==> config.mk <==
export PLATFORM = sky130hd
export DESIGN_NAME = nd_2to1
export DESIGN_NICKNAME = d
export VERILOG_FILES = /design/src/rtl/nd_2to1_pkg.sv /design/src/rtl/nd_2to1_debounce.sv /design/src/rtl/nd_msg_fifo.sv /design/src/rtl/nd_2to1.sv
export SDC_FILE = /design/constraint.sdc
export NUM_CORES = 1
export LEC_CHECK = 0
export ABC_CLOCK_PERIOD_IN_PS = 3300
export CORE_AREA = 10 10 105 107
export DETAILED_ROUTE_END_ITERATION = 8
export DIE_AREA = 0 0 115 117
export GPL_ROUTABILITY_DRIVEN = 0
export PLACE_DENSITY = 0.83
export SYNTH_ARGS = -nofsm -noshare
export SYNTH_HDL_FRONTEND = slang
export SYNTH_SLANG_ARGS = --single-unit
==> constraint.sdc <==
create_clock -name gch_clk -period 3.3 [get_ports gch_clk]
set_input_delay 0.33 -clock gch_clk [delete_from_list [all_inputs] [get_ports gch_clk]]
set_output_delay 0.33 -clock gch_clk [all_outputs]
set_load 0.005 [all_outputs]
==> src/rtl/nd_2to1_pkg.sv <==
// rtl/nd_2to1_pkg.sv - shared constants, sender states and arbitration helper for the 2-to-1 merge
package nd_2to1_pkg;

  localparam logic NS_ON  = 1'b1;
  localparam logic NS_OFF = 1'b0;

  localparam int NS_2TO1_FSZ     = 4;
  localparam int NS_ADDRESS_SIZE = 8;
  localparam int NS_DATA_SIZE    = 8;
  localparam int NS_REDUN_SIZE   = 4;
  localparam int NS_REQ_CKS      = 2;
  localparam int NS_ACK_CKS      = 1;

  typedef enum logic [1:0] {
    SND_IDLE     = 2'd0,
    SND_REQ      = 2'd1,
    SND_WAIT_LOW = 2'd2
  } snd_state_t;

  // One-hot grant {ch1, ch0}; on contention the channel that did not win last time goes first.
  function automatic logic [1:0] nd_arb(input logic p0, input logic p1, input logic rr,
                                        input logic can);
    logic [1:0] g;
    g = 2'b00;
    if (can) begin
      if (p0 && p1) g = rr ? 2'b01 : 2'b10;
      else if (p0)  g = 2'b01;
      else if (p1)  g = 2'b10;
    end
    return g;
  endfunction

endpackage

==> src/rtl/nd_2to1_debounce.sv <==
// rtl/nd_2to1_debounce.sv - level debouncer: a change is taken after CKS stable samples (CKS=0 passes through)
module nd_2to1_debounce #(
  parameter int CKS = 1
) (
  input  logic gch_clk,
  input  logic gch_reset,
  input  logic init,
  input  logic raw,
  output logic level,
  output logic ready
);

  localparam int CW = (CKS > 1) ? $clog2(CKS) : 1;

  logic          db;
  logic          rdy;
  logic [CW-1:0] cnt;

  always_ff @(posedge gch_clk) begin
    if (gch_reset) begin
      db  <= 1'b0;
      cnt <= '0;
      rdy <= 1'b0;
    end else if (init) begin
      db  <= 1'b0;
      cnt <= '0;
      rdy <= 1'b1;
    end else if (raw == db) begin
      cnt <= '0;
    end else if ((CKS <= 1) || (cnt == CW'(CKS - 1))) begin
      db  <= raw;
      cnt <= '0;
    end else begin
      cnt <= cnt + CW'(1);
    end
  end

  if (CKS == 0) begin : g_pass
    assign level = raw;
  end else begin : g_reg
    assign level = db;
  end

  assign ready = rdy;

endmodule

==> src/rtl/nd_msg_fifo.sv <==
// rtl/nd_msg_fifo.sv - message FIFO holding packed {dst,dat,red}; depth FSZ is a power of two
module nd_msg_fifo #(
  parameter int FSZ = 4,
  parameter int ASZ = 8,
  parameter int DSZ = 8,
  parameter int RSZ = 4,
  localparam int MW = ASZ + DSZ + RSZ
) (
  input  logic          gch_clk,
  input  logic          clr,
  input  logic          push,
  input  logic [MW-1:0] push_msg,
  input  logic          pop,
  output logic          full,
  output logic          empty,
  output logic [MW-1:0] head
);

  localparam int IW = $clog2(FSZ);

  logic [MW-1:0] mem [FSZ];
  logic [IW-1:0] rd_idx;
  logic [IW-1:0] wr_idx;
  logic [IW:0]   cnt;
  logic          do_push;
  logic          do_pop;

  assign full    = (cnt == (IW + 1)'(FSZ));
  assign empty   = (cnt == '0);
  assign do_pop  = pop && !empty;
  // A full FIFO still takes a write when the head leaves in the same cycle.
  assign do_push = push && (!full || do_pop);
  assign head    = mem[rd_idx];

  always_ff @(posedge gch_clk) begin
    if (clr) begin
      rd_idx <= '0;
      wr_idx <= '0;
      cnt    <= '0;
    end else begin
      if (do_push) begin
        mem[wr_idx] <= push_msg;
        wr_idx      <= wr_idx + IW'(1);
      end
      if (do_pop) rd_idx <= rd_idx + IW'(1);
      case ({do_push, do_pop})
        2'b10:   cnt <= cnt + (IW + 1)'(1);
        2'b01:   cnt <= cnt - (IW + 1)'(1);
        default: cnt <= cnt;
      endcase
    end
  end

endmodule

==> src/rtl/nd_2to1.sv <==
// rtl/nd_2to1.sv - 2-to-1 merge stage: debounced 4-phase inputs, round-robin arbiter, FIFO, 4-phase sender
module nd_2to1
  import nd_2to1_pkg::*;
#(
  parameter int FSZ         = NS_2TO1_FSZ,
  parameter int ASZ         = NS_ADDRESS_SIZE,
  parameter int DSZ         = NS_DATA_SIZE,
  parameter int RSZ         = NS_REDUN_SIZE,
  parameter int RCV_REQ_CKS = NS_REQ_CKS,
  parameter int SND_ACK_CKS = NS_ACK_CKS
) (
  input  logic           gch_clk,
  input  logic           gch_reset,
  output logic           gch_ready,
  output logic [ASZ-1:0] snd0_dst,
  output logic [DSZ-1:0] snd0_dat,
  output logic [RSZ-1:0] snd0_red,
  output logic           snd0_req,
  input  logic           snd0_ack,
  input  logic [ASZ-1:0] rcv0_dst,
  input  logic [DSZ-1:0] rcv0_dat,
  input  logic [RSZ-1:0] rcv0_red,
  input  logic           rcv0_req,
  output logic           rcv0_ack,
  input  logic [ASZ-1:0] rcv1_dst,
  input  logic [DSZ-1:0] rcv1_dat,
  input  logic [RSZ-1:0] rcv1_red,
  input  logic           rcv1_req,
  output logic           rcv1_ack
);

  localparam int MW = ASZ + DSZ + RSZ;

  logic          rdy;
  logic          init_cyc;
  snd_state_t    state;
  snd_state_t    state_nxt;
  logic          ack0;
  logic          ack1;
  logic          rr;
  logic          req0_db, req1_db, ack_db;
  logic          dbr0, dbr1, dbra;
  logic          fifo_clr, push, pop, full, empty, can_push;
  logic          pend0, pend1;
  logic [1:0]    grant;
  logic [MW-1:0] push_msg;
  logic [MW-1:0] head;

  assign init_cyc = ~rdy;

  nd_2to1_debounce #(.CKS(RCV_REQ_CKS)) u_db_rcv0 (
    .gch_clk(gch_clk), .gch_reset(gch_reset), .init(init_cyc),
    .raw(rcv0_req), .level(req0_db), .ready(dbr0)
  );

  nd_2to1_debounce #(.CKS(RCV_REQ_CKS)) u_db_rcv1 (
    .gch_clk(gch_clk), .gch_reset(gch_reset), .init(init_cyc),
    .raw(rcv1_req), .level(req1_db), .ready(dbr1)
  );

  nd_2to1_debounce #(.CKS(SND_ACK_CKS)) u_db_snd0 (
    .gch_clk(gch_clk), .gch_reset(gch_reset), .init(init_cyc),
    .raw(snd0_ack), .level(ack_db), .ready(dbra)
  );

  assign pend0    = rdy & req0_db & ~ack0;
  assign pend1    = rdy & req1_db & ~ack1;
  assign pop      = rdy && (state == SND_IDLE) && !empty;
  assign can_push = !full || pop;
  assign grant    = nd_arb(pend0, pend1, rr, can_push);
  assign push     = grant[0] | grant[1];
  assign push_msg = grant[1] ? {rcv1_dst, rcv1_dat, rcv1_red} : {rcv0_dst, rcv0_dat, rcv0_red};
  assign fifo_clr = gch_reset | ~rdy;

  nd_msg_fifo #(.FSZ(FSZ), .ASZ(ASZ), .DSZ(DSZ), .RSZ(RSZ)) u_fifo (
    .gch_clk(gch_clk), .clr(fifo_clr), .push(push), .push_msg(push_msg),
    .pop(pop), .full(full), .empty(empty), .head(head)
  );

  always_comb begin
    state_nxt = state;
    case (state)
      SND_IDLE:     if (pop) state_nxt = SND_REQ;
      SND_REQ:      if (ack_db) state_nxt = SND_WAIT_LOW;
      SND_WAIT_LOW: if (!ack_db) state_nxt = SND_IDLE;
      default:      state_nxt = SND_IDLE;
    endcase
  end

  // Reset and the init cycle clear the same state; only the init cycle raises rdy.
  always_ff @(posedge gch_clk) begin
    if (gch_reset || !rdy) begin
      rdy      <= gch_reset ? NS_OFF : NS_ON;
      state    <= SND_IDLE;
      ack0     <= NS_OFF;
      ack1     <= NS_OFF;
      rr       <= 1'b0;
      snd0_dst <= '0;
      snd0_dat <= '0;
      snd0_red <= '0;
    end else begin
      state <= state_nxt;
      if (pop) {snd0_dst, snd0_dat, snd0_red} <= head;
      if (grant[0])               ack0 <= NS_ON;
      else if (ack0 && !req0_db)  ack0 <= NS_OFF;
      if (grant[1])               ack1 <= NS_ON;
      else if (ack1 && !req1_db)  ack1 <= NS_OFF;
      if (push) rr <= grant[1];
    end
  end

  assign snd0_req  = (state == SND_REQ);
  assign rcv0_ack  = ack0;
  assign rcv1_ack  = ack1;
  assign gch_ready = rdy & dbr0 & dbr1 & dbra;

endmodule

Word-level counts from Yosys, hierarchy flattened
Memories as Yosys holds them, arrays and structs flattened. A register that Yosys moved wholly into a read port is not among the register bits.
Cells that the tools add are included.
{"block": "totals", "register_bits": 19, "ram_bits": 80, "input_bits": 45, "output_inout_bits": 24, "wordCells": 91, "n_memories": 1}
{"block": "classes", "n_addsub": 6, "n_eq_ne": 11, "muxes": 19, "n_bitwise": 14, "n_reduce_logical": 26}
{"name": "u_fifo.mem", "words": 4, "word_bits": 20, "rd": 1, "rd_ports_with_merged_regs": 1, "wr": 1, "line_no": "nd_msg_fifo.sv:21", "text": "logic [MW-1:0] mem [FSZ];"}
{"op": "$mux 20", "n": 1}
{"op": "$mux 2", "n": 8}
{"op": "$mux 1", "n": 8}
{"op": "$reduce_or 4->1", "n": 2}
{"op": "$and 1x1->1", "n": 7}
{"op": "$logic_and 1x1->1", "n": 7}
{"op": "$pmux 2 s3", "n": 1}
{"op": "$pmux 3 s2", "n": 1}
{"op": "$reduce_bool 2->1", "n": 3}
{"op": "$logic_not 1->1", "n": 5}
{"op": "$not 1->1", "n": 5}
{"op": "$add 2x1->2 const B", "n": 2}
{"op": "$eq 2x1->1 const B", "n": 2}
{"op": "$eq 2x2->1 const B", "n": 2}
{"op": "$ne 2x2->1 const B", "n": 2}
{"op": "$reduce_and 2->1", "n": 2}
{"op": "$add 3x1->3 const B", "n": 1}
{"op": "$eq 1x1->1", "n": 3}
{"op": "$eq 3x3->1 const B", "n": 1}
{"op": "$logic_not 3->1", "n": 1}
{"op": "$logic_or 1x1->1", "n": 3}
{"op": "$reduce_and 3->1", "n": 1}
{"op": "$sub 3x1->3 const B", "n": 1}
{"op": "$add 1x1->1 const B", "n": 2}
{"op": "4 further kinds", "n": 5}

Longest topological paths before layout
{"block": "depth", "ltp_word": 11, "ltp_mapped": 10, "depth_no_buf": 9}

Cells and area by module
From an unflattened synthesis, not the netlist that was laid out.
{"block": "hier_totals", "cells_unflattened": 323, "hier_area_um2": 4946.0}
{"mod": "nd_msg_fifo", "instances": 1, "cells_each": 158, "area_each_um2": 3358.2, "seq_area_each_um2": 2582.5}
{"mod": "nd_2to1", "instances": 1, "cells_each": 143, "area_each_um2": 1307.5, "seq_area_each_um2": 530.5}
{"mod": "nd_2to1_debounce (u_db_rcv0 ...)", "instances": 2, "cells_each": 9, "area_each_um2": 108.9, "seq_area_each_um2": 60.1}
{"mod": "nd_2to1_debounce (u_db_snd0)", "instances": 1, "cells_each": 4, "area_each_um2": 62.6, "seq_area_each_um2": 40.0}

Least setup slack after synthesis
Ideal clock, no wire load.
{"block": "synth_timing", "kind": "reg2reg", "startpoint": "register state[1]", "endpoint": "register u_fifo.cnt[2]", "setup_time_ns": 0.070, "arrival_ns": 2.235, "required_time_ns": 3.230, "path_slack_ns": 0.994, "stages_incl_launch_ff": 11, "path_buffers": 1, "period_less_slack_ns": 2.306, "cell_sequence": "dfxtp_1 > nor2_1 > o311ai_1 > inv_2 > buf_2 > ha_1 > inv_1 > fa_1 > xor2_1 > or3_1 > a21oi_1"}
{"block": "synth_between", "elab_chain_len": 9, "elab_cells_between_ends": 13, "cone_classes": "eq/ne: 2; mux: 2; bitwise: 1; reduce/logical: 8"}
{"item": "start, declared", "line_no": "nd_2to1.sv:36", "text": "snd_state_t state;"}
{"item": "start signal, assigned", "line_no": "nd_2to1.sv:102", "text": "state <= state_nxt;"}
{"item": "$logic_not 2->1 (*)", "line_no": "nd_2to1.sv:68", "text": "assign pop = rdy && (state == SND_IDLE) && !empty;"}
{"item": "$logic_and 1x1->1 (*) (2 in series)", "line_no": "nd_2to1.sv:68"}
{"item": "named net pop", "line_no": "nd_2to1.sv:43", "text": "logic fifo_clr, push, pop, full, empty, can_push;"}
{"item": "$logic_or 1x1->1", "line_no": "nd_2to1.sv:69", "text": "assign can_push = !full || pop;"}
{"item": "$mux 2", "line_no": "nd_2to1_pkg.sv:25", "text": "if (can) begin"}
{"item": "$or 1x1->1", "line_no": "nd_2to1.sv:71", "text": "assign push = grant[0] | grant[1];"}
{"item": "$logic_and 1x1->1", "line_no": "nd_msg_fifo.sv:32", "text": "assign do_push = push && (!full || do_pop);"}
{"item": "$eq 2x1->1 / $eq 2x2->1 (equally long branches)", "line_no": "nd_msg_fifo.sv:46", "text": "case ({do_push, do_pop})"}
{"item": "$pmux 3 s2 / $reduce_bool 2->1 (equally long branches)"}
{"item": "end signal, assigned", "line_no": "nd_msg_fifo.sv:47", "text": "2'b10: cnt <= cnt + (IW + 1)'(1);"}
{"item": "end signal, assigned", "line_no": "nd_msg_fifo.sv:48", "text": "2'b01: cnt <= cnt - (IW + 1)'(1);"}
{"item": "end signal, assigned", "line_no": "nd_msg_fifo.sv:49", "text": "default: cnt <= cnt;"}
{"item": "end, declared", "line_no": "nd_msg_fifo.sv:24", "text": "logic [IW:0] cnt;"}
The timed path passes the listed nets; every way through them passes the cells marked *.
A chain may end at the register's enable or synchronous reset.

Worst setup path after layout
{"block": "layout_timing", "startpoint": "register state[1]", "endpoint": "register u_fifo.cnt[2]"}
{"block": "layout_between", "elab_chain_len": 9, "elab_cells_between_ends": 13, "cone_classes": "eq/ne: 2; mux: 2; bitwise: 1; reduce/logical: 8"}
{"item": "$logic_not 2->1 (*)", "line_no": "nd_2to1.sv:68"}
{"item": "$logic_and 1x1->1 (*) (2 in series)", "line_no": "nd_2to1.sv:68"}
{"item": "$logic_or 1x1->1", "line_no": "nd_2to1.sv:69"}
{"item": "$mux 2", "line_no": "nd_2to1_pkg.sv:25"}
{"item": "$or 1x1->1", "line_no": "nd_2to1.sv:71"}
{"item": "$logic_and 1x1->1", "line_no": "nd_msg_fifo.sv:32"}
{"item": "$eq 2x1->1 / $eq 2x2->1 (equally long branches)", "line_no": "nd_msg_fifo.sv:46"}
{"item": "$pmux 3 s2 / $reduce_bool 2->1 (equally long branches)"}
Mark *: on every way between the ends. The rest lies on a longest branch, timed or not.

==> out/metrics.yaml <==
outcome:
  status: "finished clean"
synth:
  synth_top_area_cell: "edfxtp_1"
  syn-num-nets: 360
  synth_edf_count: 81
  yosysMostFrequentCell: "edfxtp_1"
  ys_seq_area_frac: 0.6693
  yosys_most_used_dff: "edfxtp_1"
  yosys_warnings: 0
  synthArstFlopShare: 0
  yosys.area.top_type_share: 0.5098
  synth_cell_types: 36
  synth.top_cells.by_count: "edfxtp_1, nand2_1, dfxtp_1, a21oi_1"
  syn_area_um2: 4771
  yosys_register_bits: 119
  synth_area_per_cell_um2: 15.44
  syn_inst: 309
  synthTopCellsByArea: "edfxtp_1, dfxtp_1, mux4_2"
placed_design:
  place_hpwl_mm: 6.406
  postPlaceCellArea_um2: 5612
  io_buffers: 68
  preCtsSetupSlack_ns: 0.7616
sta:
  timing.final.ws_setup_ns: 0.7632
  fin_crit_ns: 2.537
  fmax_mhz: 394.2
  period_share: 0.7687
  fin_skew_ns: 0.01287
  fin_tns_setup_ns: 0
  relSlewSlack: 0.2719
  tightest_slew_ns: 1.091
  drv_slew: 0
  setup_violations: 0
  grt_setup_unrepaired: "no"
  hold_viol: 0
min_path:
  min_from: "snd0_ack"
  hold_end: "u_db_snd0.level"
  hold_class: "primary input to register"
  hold-path-cell-count: 2
power_and_ir_drop:
  power_frac_comb: 0.034
  swShare: 0.1841
  power.density_nw_per_um2: 568.7
  power_switching_uw: 649.1
  peakVddDrop_uv: 403.2
  p_leak_uw: 0.002088
  p_seq_frac: 0.455
  p_int_uw: 2877
  p_clk_frac: 0.511
grt:
  grt_usage: 0.1551
  grt_pass1_vias: 3052
  antenna_found_initial: 0
  grt_pass1_wl_mm: 15.66
  grt-ovfl-total: 0
  grt_max_degree: 34
die:
  dieArea_um2: 13460
  core-area_um2: 9021
  rows: 35
  io_pins: 69
  die_y_um: 117
  fp.dieW_um: 115
  initial_utilization: 0.5288
clocking:
  insertion_delay_ns: 0.51
  post_cts_buffers: 0
  holdBufCountCts: 0
  ctsResizeCount: 0
  cts.clk_slew.worst_paths_ns: 0.05
  h-tree-depth: 4
  root_buffer: "clkbuf_8"
  cts_num_sinks: 119
  cts_tree: "yes"
  cts_buffers: 17
  clock_path_buffers: 2
worst_setup_path:
  rrSetupSlack_ns: 0.76
  reg2reg_from: "state[1]"
  crit_fanout: 22
  cp_slowest_cell: "o311ai_4"
  startpoint_type: "register"
  rr_endpoint: "u_fifo.cnt[2]"
  critPathTopFamily: "simple AND/OR/NAND/NOR gates"
  max_stage_delay_ns: 0.41
  r2r_cells: 9
  critical_path_buf_inv_count: 2
  cp.arrival_ns: 2.97
  path_class: "register to register"
  crit_chain: "nor2_1 -> o311ai_4 -> inv_2 -> ha_1 -> inv_1 -> fa_1 -> xor2_1 -> or3_1 -> a21oi_1"
  required_ns: 3.73
  crit_path_end_kind: "register"
layout:
  fin_area_um2: 6201
  fill_cells: 612
  drive_gt1_frac: 0.2153
  diodes: 0
  final_nets: 442
  area_delta_synth_final_pct: 29.98
detailed_routing:
  postRouteAntennaNets: 0
  vias_per_cell: 5.456
  route.detailed.drc: 0
  firstDrtPassIters: 4
  dr.first_iter.drc_count: 134
  dr_total_vias: 2810
  wire_per_inst_um: 19.09
  routed_wl_mm: 9.832
flow_run:
  cap_viol_max_count: 0
-- flip-flops by register name, indices dropped and copies added, names as in the netlist, 2 cells and up --
name           cells
u_fifo.rd_idx      2
snd0_dst           8
snd0_dat           8
u_fifo.wr_idx      2
u_fifo.cnt         3
u_fifo.mem        80
state              2
snd0_red           4
-- final cells by class --
class,instances,area [um^2],area share
repair buffers,78,755.7,0.1219
flip-flops and latches,119,3194,0.5151
inverters,9,33.78,0.005448
multi-input cells,166,1489,0.2401
clock inverters,9,122.6,0.01977
well taps,111,138.9,0.02240
clock buffers,23,466.7,0.07526
-- power by group through the flow --
stage	clock network [uW]	registers (uW)	logic, uW
2_1_floorplan	0	1630	49.4
3_3_place_gp	0	1630	114
3_5_place_dp	0	1630	119
4_1_cts	1830	1600	120
5_1_grt	1900	1600	128
6_report	1800	1600	119
-- through the flow --
stage | std cells | total power (uW) | hold WS [ns] | util
2_1_floorplan | 309 | 1681 | 0.3991 | -
3_3_place_gp | 483 | 1748 | 0.4280 | 0.6221
3_5_place_dp | 483 | 1754 | 0.4412 | 0.6221
4_1_cts | 515 | 3555 | 0.3968 | 0.6874
5_1_grt | 515 | 3637 | 0.4041 | 0.6874
6_report | 515 | 3526 | 0.4020 | 0.6874
-- routing by layer --
metal / part of all wire / GRT usage / vias up / routed length, um
met5: 0 / 0 / - / 0
li1: - / - / 1304 / -
met4: 0.024 / 0.07591 / 0 / 237
met3: 0.065 / 0.05657 / 21 / 636
met1: 0.37 / 0.1681 / 1386 / 3663
met2: 0.54 / 0.2635 / 99 / 5295
-- cells in the final DEF (no fill, tap or decap), types with 4 or more instances in the layout --
cell type / n
a21oi_1: 26
and2_1: 7
buf_4: 10
clkbuf_16: 16
clkbuf_8: 4
clkdlybuf4s50_1: 68
clkinv_2: 4
dfxtp_1: 37
edfxtp_1: 81
ha_1: 5
inv_1: 7
mux2_4: 20
mux4_2: 20
nand2_1: 43
nor2_1: 12
nor2b_1: 4
xnor2_1: 4
-- worst max path at each step --
stage	to	start	cells past startpoint
CTS	u_fifo.cnt[2]	state[1]	9
finish	u_fifo.cnt[2]	state[1]	9
detailed placement	u_fifo.cnt[2]	state[1]	9
global placement	u_fifo.cnt[2]	state[1]	9
global route	u_fifo.cnt[2]	state[1]	9
floorplan	u_fifo.cnt[2]	state[1]	10
-- logic make-up (layout without fill, tap and decap cells) --
| logic type | Yosys count | in the layout | synth area share |
|---|---|---|---|
| XOR/XNOR | 7 | 7 | 0.01285 |
| AND/OR/NAND/NOR | 76 | 76 | 0.07238 |
| adder cells (fa/ha/maj) | 6 | 6 | 0.01731 |
| AO/OA/AOI/OAI | 35 | 35 | 0.04301 |
| flip-flops | 119 | 119 | 0.6693 |
| buffers and inverters | 24 | 119 | 0.02361 |
| multiplexers | 42 | 42 | 0.1616 |
Note: power is estimated with default switching activity, not from simulation.
